==> src/rtl/muldiv_ctrl_pkg.sv <==
// ============================================================================
// Module      : muldiv_ctrl_pkg
// Description : Shared RV32M divide constants and divider FSM state encoding.
// Revision    : 1.0 - initial release
// ============================================================================
`default_nettype none

package muldiv_ctrl_pkg;

  localparam logic [6:0] OPC_OP     = 7'b0110011;
  localparam logic [6:0] OP2_MULDIV = 7'b0000001;

  localparam logic [2:0] FUNC_DIV  = 3'b100;
  localparam logic [2:0] FUNC_DIVU = 3'b101;
  localparam logic [2:0] FUNC_REM  = 3'b110;
  localparam logic [2:0] FUNC_REMU = 3'b111;

  typedef enum logic [1:0] {
    ST_IDLE = 2'd0,
    ST_CALC = 2'd1,
    ST_FIX  = 2'd2,
    ST_DONE = 2'd3
  } state_e;

endpackage

`default_nettype wire

==> src/rtl/div_step.sv <==
// ============================================================================
// Module      : div_step
// Description : One combinational unsigned restoring-division iteration.
// Revision    : 1.0 - initial release
// ============================================================================
`default_nettype none

module div_step #(
  parameter int W = 32
) (
  input  logic [W:0]   rem_i,
  input  logic [W-1:0] quo_i,
  input  logic [W-1:0] divisor_i,
  output logic [W:0]   rem_o,
  output logic [W-1:0] quo_o
);

  logic [W:0] w_shift;
  logic [W:0] w_diff;

  always_comb begin
    w_shift = {rem_i[W-1:0], quo_i[W-1]};
    w_diff  = w_shift - {1'b0, divisor_i};
    // A set top bit means the trial subtraction went negative: restore.
    if (w_diff[W]) begin
      rem_o = w_shift;
      quo_o = {quo_i[W-2:0], 1'b0};
    end else begin
      rem_o = w_diff;
      quo_o = {quo_i[W-2:0], 1'b1};
    end
  end

endmodule

`default_nettype wire

==> src/rtl/muldiv_ctrl.sv <==
// ============================================================================
// Module      : muldiv_ctrl
// Description : Multi-cycle RV32M DIV/DIVU/REM/REMU unit with pipeline stall.
// Revision    : 1.0 - initial release
// ============================================================================
`default_nettype none

module muldiv_ctrl
  import muldiv_ctrl_pkg::*;
#(
  parameter int XLEN = 32
) (
  input  logic            clk,
  input  logic            rst_n,
  input  logic            start,
  input  logic [2:0]      func,
  input  logic [XLEN-1:0] din1,
  input  logic [XLEN-1:0] din2,
  output logic            stall,
  output logic            busy,
  output logic            done,
  output logic [XLEN-1:0] dout
);

  localparam int              CW       = $clog2(XLEN);
  localparam logic [CW-1:0]   CNT_LAST = CW'(XLEN - 1);
  localparam logic [XLEN-1:0] INT_MIN  = {1'b1, {(XLEN-1){1'b0}}};

  state_e            state_q, state_d;
  logic [CW-1:0]     cnt_q, cnt_d;
  logic [XLEN:0]     rem_q, rem_d;
  logic [XLEN-1:0]   quo_q, quo_d;
  logic [XLEN-1:0]   div_q, div_d;
  logic              negq_q, negq_d;
  logic              negr_q, negr_d;
  logic              isrem_q, isrem_d;
  logic [XLEN-1:0]   dout_q, dout_d;

  logic              w_accept;
  logic              w_signed;
  logic              w_neg1;
  logic              w_neg2;
  logic              w_dz;
  logic              w_ovf;
  logic [XLEN-1:0]   w_mag1;
  logic [XLEN-1:0]   w_mag2;
  logic [XLEN:0]     w_rem_nxt;
  logic [XLEN-1:0]   w_quo_nxt;
  logic [XLEN-1:0]   w_fixed;

  div_step #(.W(XLEN)) u_div_step (
    .rem_i     (rem_q),
    .quo_i     (quo_q),
    .divisor_i (div_q),
    .rem_o     (w_rem_nxt),
    .quo_o     (w_quo_nxt)
  );

  always_comb begin
    w_accept = (state_q == ST_IDLE) && start && func[2];
    w_signed = ~func[0];
    w_neg1   = w_signed & din1[XLEN-1];
    w_neg2   = w_signed & din2[XLEN-1];
    w_mag1   = w_neg1 ? -din1 : din1;
    w_mag2   = w_neg2 ? -din2 : din2;
    w_dz     = (din2 == '0);
    w_ovf    = w_signed && (din1 == INT_MIN) && (din2 == '1);
    if (isrem_q) begin
      w_fixed = negr_q ? -rem_q[XLEN-1:0] : rem_q[XLEN-1:0];
    end else begin
      w_fixed = negq_q ? -quo_q : quo_q;
    end
  end

  always_comb begin
    state_d = state_q;
    cnt_d   = cnt_q;
    rem_d   = rem_q;
    quo_d   = quo_q;
    div_d   = div_q;
    negq_d  = negq_q;
    negr_d  = negr_q;
    isrem_d = isrem_q;
    dout_d  = dout_q;

    case (state_q)
      ST_IDLE: begin
        if (w_accept) begin
          isrem_d = func[1];
          negq_d  = w_neg1 ^ w_neg2;
          negr_d  = w_neg1;
          // Corner cases resolve immediately and bypass the iteration loop.
          if (w_dz) begin
            dout_d  = func[1] ? din1 : '1;
            state_d = ST_DONE;
          end else if (w_ovf) begin
            dout_d  = func[1] ? '0 : INT_MIN;
            state_d = ST_DONE;
          end else begin
            rem_d   = '0;
            quo_d   = w_mag1;
            div_d   = w_mag2;
            cnt_d   = '0;
            state_d = ST_CALC;
          end
        end
      end
      ST_CALC: begin
        rem_d = w_rem_nxt;
        quo_d = w_quo_nxt;
        cnt_d = cnt_q + 1'b1;
        if (cnt_q == CNT_LAST) begin
          state_d = ST_FIX;
        end
      end
      ST_FIX: begin
        dout_d  = w_fixed;
        state_d = ST_DONE;
      end
      ST_DONE: begin
        state_d = ST_IDLE;
      end
      default: begin
        state_d = ST_IDLE;
      end
    endcase
  end

  always_ff @(posedge clk) begin
    if (!rst_n) begin
      state_q <= ST_IDLE;
      cnt_q   <= '0;
      rem_q   <= '0;
      quo_q   <= '0;
      div_q   <= '0;
      negq_q  <= 1'b0;
      negr_q  <= 1'b0;
      isrem_q <= 1'b0;
      dout_q  <= '0;
    end else begin
      state_q <= state_d;
      cnt_q   <= cnt_d;
      rem_q   <= rem_d;
      quo_q   <= quo_d;
      div_q   <= div_d;
      negq_q  <= negq_d;
      negr_q  <= negr_d;
      isrem_q <= isrem_d;
      dout_q  <= dout_d;
    end
  end

  assign stall = rst_n & (w_accept | (state_q == ST_CALC) | (state_q == ST_FIX));
  assign busy  = (state_q != ST_IDLE);
  assign done  = (state_q == ST_DONE);
  assign dout  = dout_q;

endmodule

`default_nettype wire

==> config.mk <==
export PLATFORM = sky130hd
export DESIGN_NAME = muldiv_ctrl
export DESIGN_NICKNAME = d
export VERILOG_FILES = /design/src/rtl/muldiv_ctrl_pkg.sv /design/src/rtl/div_step.sv /design/src/rtl/muldiv_ctrl.sv
export SDC_FILE = /design/constraint.sdc
export NUM_CORES = 1
export LEC_CHECK = 0
export CELL_PAD_IN_SITES_DETAIL_PLACEMENT = 1
export CELL_PAD_IN_SITES_GLOBAL_PLACEMENT = 2
export CORE_MARGIN = 5
export CORE_UTILIZATION = 37
export DETAILED_ROUTE_END_ITERATION = 16
export HOLD_SLACK_MARGIN = 0.02
export PLACE_DENSITY_LB_ADDON = 0.1
export SLEW_MARGIN = 20
export SYNTH_ARGS = -nofsm -noshare
export SYNTH_HDL_FRONTEND = slang
export SYNTH_SLANG_ARGS = --single-unit
==> constraint.sdc <==
create_clock -name clk -period 9.9 [get_ports clk]
set_input_delay 2.475 -clock clk [delete_from_list [all_inputs] [get_ports clk]]
set_output_delay 2.475 -clock clk [all_outputs]
set_load 0.05 [all_outputs]
Word level (Yosys, flattened, before mapping)
Cells that the tools add are included.
{ "totals": {"ff_bits": 138} }
{ "classes": {"n_reduce_logical": 14, "n_mux": 30, "n_eq_ne": 11, "bitwise_logic": 9, "add_sub_neg": 6} }
{ "ops": {"columns": ["op", "n"], "rows": [
  ["2-to-1 mux 32 bit", 17],
  ["case mux 32 bit (2 select lines)", 3],
  ["negator 32 bit", 4],
  ["equality test 32 bit, second input constant", 2],
  ["subtractor 33 x 32 -> 33 bit", 1],
  ["zero test 32 bit", 1],
  ["2-to-1 mux 5 bit", 3],
  ["case mux 5 bit (2 select lines)", 1],
  ["2-to-1 mux 2 bit", 4],
  ["!= test 2 bit, second input constant", 4],
  ["case mux 2 bit (4 select lines)", 1],
  ["AND reduction 4 bit", 2],
  ["nonzero test 2 bit", 3],
  ["adder 5 x 1 -> 5 bit, second input constant", 1],
  ["equality test 5 bit, second input constant", 1],
  ["equality test 2 bit, second input constant", 2],
  ["logical AND 1 bit", 4],
  ["AND reduction 2 bit", 2],
  ["AND 1 bit", 3],
  ["!= test 3 bit, second input constant", 1],
  ["NOT 1 bit", 3],
  ["AND reduction 3 bit", 1],
  ["equality test 2 x 1 -> 1 bit, second input constant", 1],
  ["zero test 2 bit", 1],
  ["3 further kinds", 4]
]} }

Logic depth before layout (Yosys ltp)
Gate-level depths: netlist of run 1.
{ "logic_depth": {"depth_word": 7, "ltp_mapped": 13, "mapped_depth_nobuf": 12} }

Hierarchy
A second synthesis of run 1 with hierarchy kept.
{ "hier_totals": {"hier_cells": 1545, "area_unflattened_um2": 11438.5} }
{ "by_module_without_submodules": {"columns": ["module", "area_per_inst_um2", "cells_per_inst", "instances", "seq_area_each_um2"], "rows": [
  ["muldiv_ctrl", 8743.4, 1159, 1, 2782.7],
  ["div_step", 2695.1, 386, 1, 0.0]
]} }

Worst setup path before layout of run 1
No wires, ideal clock.
{ "synth_path": {"kind": "input-to-output", "from": "input rst_n", "to": "output stall", "path_buffers": 2, "t_required_ns": 7.425, "arrival_ns": 3.679, "path_slack_ns": 3.746, "stages": 4, "cell_sequence": "inv_1 -> buf_2 -> buf_1 -> a31oi_1"} }
{ "synth_between": {"elab_chain_cells": 1} }
{ "synth_lines": {"columns": ["item", "line", "source"], "rows": [
  ["from (decl)", "muldiv_ctrl.sv:14", "input logic rst_n,"],
  ["AND 1 bit", "muldiv_ctrl.sv:153", "assign stall = rst_n & (w_accept | (state_q == ST_CALC) | (state_q == ST_FIX));"],
  ["to (decl)", "muldiv_ctrl.sv:19", "output logic stall,"]
]} }
No other way between the ends.

Worst setup path in the final report of run 1
{ "layout_path": {"from": "input start", "to": "output stall"} }
{ "layout_between": {"elab_chain_cells": 5} }
{ "layout_lines": {"columns": ["item", "line", "source"], "rows": [
  ["from (decl)", "muldiv_ctrl.sv:15", "input logic start,"],
  ["logical AND 1 bit (2 in series)", "muldiv_ctrl.sv:60", "w_accept = (state_q == ST_IDLE) && start && func[2];"],
  ["OR 1 bit (2 in series)", "muldiv_ctrl.sv:153", null],
  ["AND 1 bit", "muldiv_ctrl.sv:153", null]
]} }
No other way between the ends.

==> summary.md, run 1 <==
| Metric | Value |
|---|---|
| CTS Sinks | roughly 140 |
| Hold_ws | about 0.44 ns |
| Hold/Removal Path Class | reg -> reg |
| Worst Path Max Fanout | 6 |
| Post-synth ARST share | 0% |
| Port Buf Inserts | between 100 and 150 |
| Adder-cell share of the synthesized area | 5.58% |
| Power Dens Cells | about 190 nW/um^2 |
| Area leader, netlist | dfxtp_1 |
| Top cells by count, synth | dfxtp_1 (138), nor2_1 (134), nand2_1 (124), a21oi_1 (83), o21ai_0 (81) |
| Slew HR | 28.9% |
| DP Worst Slack | 2.94 ns |
| First-pass GRT wire length | 59100 um |
| Inserted Clock Buffers | 17 |
| Max Transition Viols Final | 0 |
| Post-synthesis sequential area ratio | 27.0% |
| Post-Syn Area | 10200 sq um |
| Net Count, Synth | 1456 |
| Actual slew at the worst max-slew pin | roughly 1.1 ns |
| Number of I/O pins | 105 |
| Main combinational cell family by area after synthesis | compound AO/OA/AOI/OAI gates |
| Number of max-cap violations | 0 |
| Part of the cycle the worst path needs | 68.7% |
| Post-CTS Setup Bufs | 0 |
| Post-synth EDFFs | 0 |
| Fin Setup TNS | 0 ns |
| DRT Pass-1 Iters | 5 |
| Crit path launch type | primary input |
| Post-DR wirelength/cell | 20.7 um |
| Detailed-route vias per instance | between 5 and 6 |
| Fmax | around 150 MHz |
| Clk buf depth | 2 |
| Drt initial violations | 804 |
| Die ar. | 31100 sq um |
| Worst-Skew Late Latency | 0.44 ns |
| GRT Util Overall | 23.7% |
| Arrival time worst endpoint | between 4 and 5 ns |
| CP peak stage delay | 0.86 ns |
| Most frequent cell after synthesis | dfxtp_1 |
| Yosys warning count | 0 |
| Top cell type's share of synthesized area | 27.0% |
| Setup CP Type | in -> out |
| VDD IR-drop max | between 0.0001 and 0.00015 V |
| Top cells by area, synth | dfxtp_1 (27%), xnor2_1 (6.6%), xor2_1 (6.3%), ha_1 (5.4%), nor2_1 (4.9%) |
| Vias in the first global route | 10500 |
| Outcome | finished clean |
| Layout cells sized above 1 | approximately 6.3% |
| Setup crit end kind | primary output |
| Total power | 2.35 mW |
| Tmin final | 6.80 ns |
| GRT Residual Overflow | 0 |
| Initial Util | ~38% |
| Cells along the critical path | clkdlybuf4s50_1, nand3_1, a31oi_1, clkdlybuf4s50_1 |
| Nets | between 1500 and 2000 |
| Setup ws final | 3.10 ns |
| CP required | 7.43 ns |
| Post-Syn Area per Cell | about 7.6 sq um |
| Clock Pin Slew Worst Setup and Hold Paths | 0.07 ns |
| Leakage | 4.54 nW |
| CTS Hold Bufs | 0 |
| Overall die height | roughly 180 um |
| Final hold vios | 0 |
| Synth unique cells | 72 |
| Post-Synthesis Cells | 1341 |
| Routed WL | between 30000 and 40000 um |
| CTS root buf | clkbuf_16 |
| Final setup viols | 0 |
| Post-CTS sizing | 0 |
| H-tree depth | 4 |
| Skew final | 0.0141 ns |
| Largest net degree at the start of global routing | just over 80 |
| RSZ-0062 raised after global routing | false |
| Initial antenna violation count | 0 |
| Multiplexer area fraction after synthesis | less than 1% |
| Simple-Gate Fraction of Synth Area | 21.8% |
| Xor/xnor cell area share of the yosys netlist | between 10% and 20% |
| Layout area overhead | 19.0% |
| Placer Congestion | 0.857 |
| Post-route ant nets | 0 |
| Most used DFF post-synth | dfxtp_1 |
| Most used cell, CP | clkdlybuf4s50_1 |
| Remaining DRCs | 0 |
| Yosys reg bits | 138 |
| Compound-gate portion of the synthesized area | 27.6% |
| Core ar. | 27100 sq um |
| Post-detail-place hpwl | about 28000 um |
| Ant. Diodes | 0 |
| Critical Path Slowest Stage Cell | clkdlybuf4s50_1 |
| Via count | 10400 |
| Row cnt | 60 |
| CTS tree | yes |
| Die width | 176 um |
## layer usage
layer,GRT usage (%),share of wire (%),wire (um),vias up
met5,0,0,0,-
met4,5.72,1.7,628,0
met3,3.36,3.8,1410,39
met2,38.1,45,16900,232
met1,33.6,49,18200,5093
li1,-,-,-,5051
## metrics by stage
stage / cell area, sq um / instances / utilization, %
4_1_cts: 12200 / 1794 / 44.9
3_5_place_dp: 11600 / 1762 / 42.8
5_1_grt: 12200 / 1794 / 44.9
3_3_place_gp: 11600 / 1762 / 42.8
6_report: 12200 / 1794 / 44.9
2_1_floorplan: 10200 / 1341 / -
## worst max-delay path, delay by kind of cell
| kind | cells | cell delay [ns] |
|---|---|---|
| compound gates | 1 | 0.31 |
| simple gates | 1 | 0.21 |
| buf+inv | 2 | 1.34 |
## flip-flops by register name, summed over array words and instances (netlist names)
| name | count |
|---|---|
| rem_q | 32 |
| cnt_q | 5 |
| isrem_q | 1 |
| state_q | 2 |
| dout | 32 |
| div_q | 32 |
| negq_q | 1 |
| quo_q | 32 |
| negr_q | 1 |
## area by class of cell
cell class | count | area [sq um]
fillers | 3277 | 14900
multi-input cells | 1072 | 6970
flip-flops and latches | 138 | 2760
repair buffers | 122 | 1180
well taps | 372 | 465
clock buffers | 19 | 443
inverters | 58 | 218
clock inverters | 13 | 131
## cell families after synthesis
logic type / Yosys count
simple gates: 461
compound gates: 414
xor+xnor: 151
flops: 138
buf+inv: 131
fa+ha+maj: 45
mux: 1
## cell usage in the layout (no fill, tap or decap), types with 14 or more instances in the layout
| cell | instances |
|---|---|
| o22ai_1 | 24 |
| clkdlybuf4s50_1 | 104 |
| or4_1 | 15 |
| a21o_1 | 14 |
| nand3_1 | 65 |
| ha_1 | 44 |
| a211oi_1 | 36 |
| nand4_1 | 14 |
| o31ai_1 | 27 |
| a21oi_1 | 83 |
| o211ai_1 | 18 |
| nor2b_1 | 14 |
| xnor2_1 | 77 |
| nand2_1 | 124 |
| buf_4 | 18 |
| nor2_1 | 131 |
| o41ai_1 | 16 |
| inv_1 | 57 |
| a22o_1 | 17 |
| clkbuf_16 | 17 |
| o21ai_0 | 81 |
| a31oi_1 | 14 |
| nor3_1 | 23 |
| xor2_1 | 73 |
| dfxtp_1 | 137 |
## power by group
group	internal, mW	switching, mW
Clock	0.359	0.284
Combinational	0.368	0.638
Sequential	0.621	0.0786
## final timing paths
path,to,cells after the start,start,slack (ns)
hold reg to reg,dout[18],2,dout[18],0.44
setup reg to reg,rem_q[23],11,rem_q[15],5.60
hold / removal,dout[18],2,dout[18],0.44
setup / recovery,stall,4,start,3.10
Note: power is estimated with default switching activity, not from simulation.
==> run 2: changes to the inputs <==
Settings changed: CORE_UTILIZATION 37 to 34.
Clock period 9.9 ns to 6.88 ns, I/O delays scaled along.
==> run 2 against run 1 <==
First-iteration DRC count decreased by 4.4%. Largest power group unchanged. Sequential share of layout area decreased by 0.15 points. Total power increased by 46%. Flip-flop and latch count unchanged. Non-clock buffer count increased by 4. Hold slack improved by 0.0063 ns. Critical endpoint unchanged. Routed wire length increased by 3.3%. Largest cell class unchanged. Clock skew increased by 0.0053 ns. Die area increased by 8.3%.
==> summary.md, run 2 (synthesis results as in run 1) <==
| Metric | Value |
|---|---|
| Largest net degree at the start of global routing | 78 |
| CTS Hold Bufs | 0 |
| Most common cell after layout, fill and taps aside | dfxtp_1 |
| Post-CTS sizing | 0 |
| CTS root buf | clkbuf_16 |
| Tmin final | 5.40 ns |
| Outcome | finished clean |
| Worst Path Max Fanout | 6 |
| Routed WL | about 38000 um |
| Hold_ws | 0.448 ns |
| Crit path launch type | primary input |
| Leakage | 4.57 nW |
| Row cnt | 63 |
| Initial antenna violation count | 0 |
| Part of the cycle the worst path needs | 78.5% |
| Setup ws final | roughly 1.5 ns |
| Hold/Removal Path Class | reg -> reg |
| Placer Congestion | roughly 0.84 |
| Detailed-route vias per instance | 5.69 |
| Critical Path Slowest Stage Cell | clkdlybuf4s50_1 |
| Post-detail-place hpwl | between 20000 and 30000 um |
| Skew final | slightly below 0.02 ns |
| Remaining DRCs | 0 |
| Max Transition Viols Final | 0 |
| Fin Setup TNS | 0 ns |
| Vias in the first global route | 10400 |
| First-pass GRT wire length | 60500 um |
| Post-CTS Setup Bufs | 0 |
| Drt initial violations | 769 |
| RSZ-0062 raised after global routing | false |
| Layout area overhead | 19.8% |
| CTS tree | yes |
| Layout Utilization | between 40% and 50% |
| Final hold vios | 0 |
| Most used cell, CP | clkdlybuf4s50_1 |
| Setup CP Type | in -> out |
| Inserted Clock Buffers | 17 |
| Power Dens Cells | ~280 nW/um^2 |
| Clock Pin Slew Worst Setup and Hold Paths | 0.07 ns |
| CTS Sinks | approximately 140 |
| Final setup viols | 0 |
| Via count | 10300 |
| GRT Util Overall | 22.5% |
| Clk buf depth | 2 |
| Layout cells sized above 1 | 6.45% |
| Slew HR | 28.4% |
| VDD IR-drop max | 0.000185 V |
| Arrival time worst endpoint | 3.68 ns |
| Number of I/O pins | 105 |
| DP Worst Slack | 1.19 ns |
| Initial Util | 34.5% |
| Most frequent cells in the layout | dfxtp_1 (137), nor2_1 (133), nand2_1 (124), clkdlybuf4s50_1 (104), a21oi_1 (83) |
| Die width | 183 um |
| Setup crit end kind | primary output |
| Overall die height | roughly 180 um |
| CP peak stage delay | about 0.86 ns |
| Post-DP Area | 11600 sq um |
| CP top delay family | buffers and inverters |
| H-tree depth | 4 |
| Post-DR wirelength/cell | ~21 um |
| Fmax | 185 MHz |
| CP required | approximately 5.2 ns |
| Fin area | 12300 sq um |
| Ant. Diodes | 0 |
| Cells along the critical path | clkdlybuf4s50_1, nand3_1, a31oi_1, clkdlybuf4s50_1 |
| Number of max-cap violations | 0 |
| DRT Pass-1 Iters | 6 |
| Crit path buffers/inverters | 2 |
| Core ar. | 29600 sq um |
| Nets | 1528 |
| Post-route ant nets | 0 |
| GRT Residual Overflow | 0 |
| Actual slew at the worst max-slew pin | 1.07 ns |
| Port Buf Inserts | 104 |
| Die ar. | about 34000 sq um |
| Worst-Skew Late Latency | 0.44 ns |
-- run 2: cell count changes in the layout (fill, tap and decap cells not counted) --
cell        previous run  this run
nor2_2                 3         1
nor2_1               131       133
bufinv_16              1         2
buf_4                 18        21
inv_8                  0         2
inv_6                  7         4
clkinvlp_4             3         2
buf_16                 0         1
clkbuf_8               1         0
clkinv_2               0         2
-- run 2: worst reg2reg max path, cell delays in order, from the launching register on --
cell	delay, ns
dfxtp_1	0.41
inv_1	0.14
ha_1	0.25
fa_1	0.41
nor2b_1	0.19
o2111ai_1	0.17
a31oi_1	0.40
o211ai_1	0.22
a31oi_1	0.31
xor2_2	0.17
inv_1	0.39
a32o_1	0.42
a31o_2	0.20
-- run 2: final timing paths --
check        cells past startpoint  slack [ns]        end  startpoint
max                              4        1.48      stall     func[2]
min reg2reg                      2        0.45   dout[28]    dout[28]
min                              2        0.45   dout[28]    dout[28]
max reg2reg                     12        3.10  rem_q[23]   quo_q[31]
-- run 2: layout make-up --
class,count,area (sq um)
Fill cell,3662,17400
Multi-Input combinational cell,1072,6970
Sequential cell,138,2760
Timing Repair Buffer,126,1230
Tap cell,390,488
Clock buffer,18,429
Inverter,58,218
Clock inverter,14,160
-- run 2: routing by layer --
| metal | GRT usage (%) | vias up | part of all wire [%] |
|---|---|---|---|
| li1 | - | 5061 | - |
| met2 | 36.2 | 209 | 46 |
| met3 | 2.93 | 32 | 3.4 |
| met5 | 0 | - | 0 |
| met4 | 4.50 | 0 | 1.3 |
| met1 | 32.4 | 5032 | 49 |
-- run 2: report_power, final --
group	switching [mW]	leakage [nW]	internal, mW
registers	0.114	1.12	0.894
clock network	0.415	0.286	0.544
logic	0.931	3.17	0.540
total	1.46	4.57	1.98
-- run 2: metrics by stage --
stage	power, mW	std cells
after CTS	3.45	1815
after global routing	3.65	1816
final	3.44	1816
after detailed placement	2.48	1783
after floorplan	2.01	1341
after global placement	2.46	1783
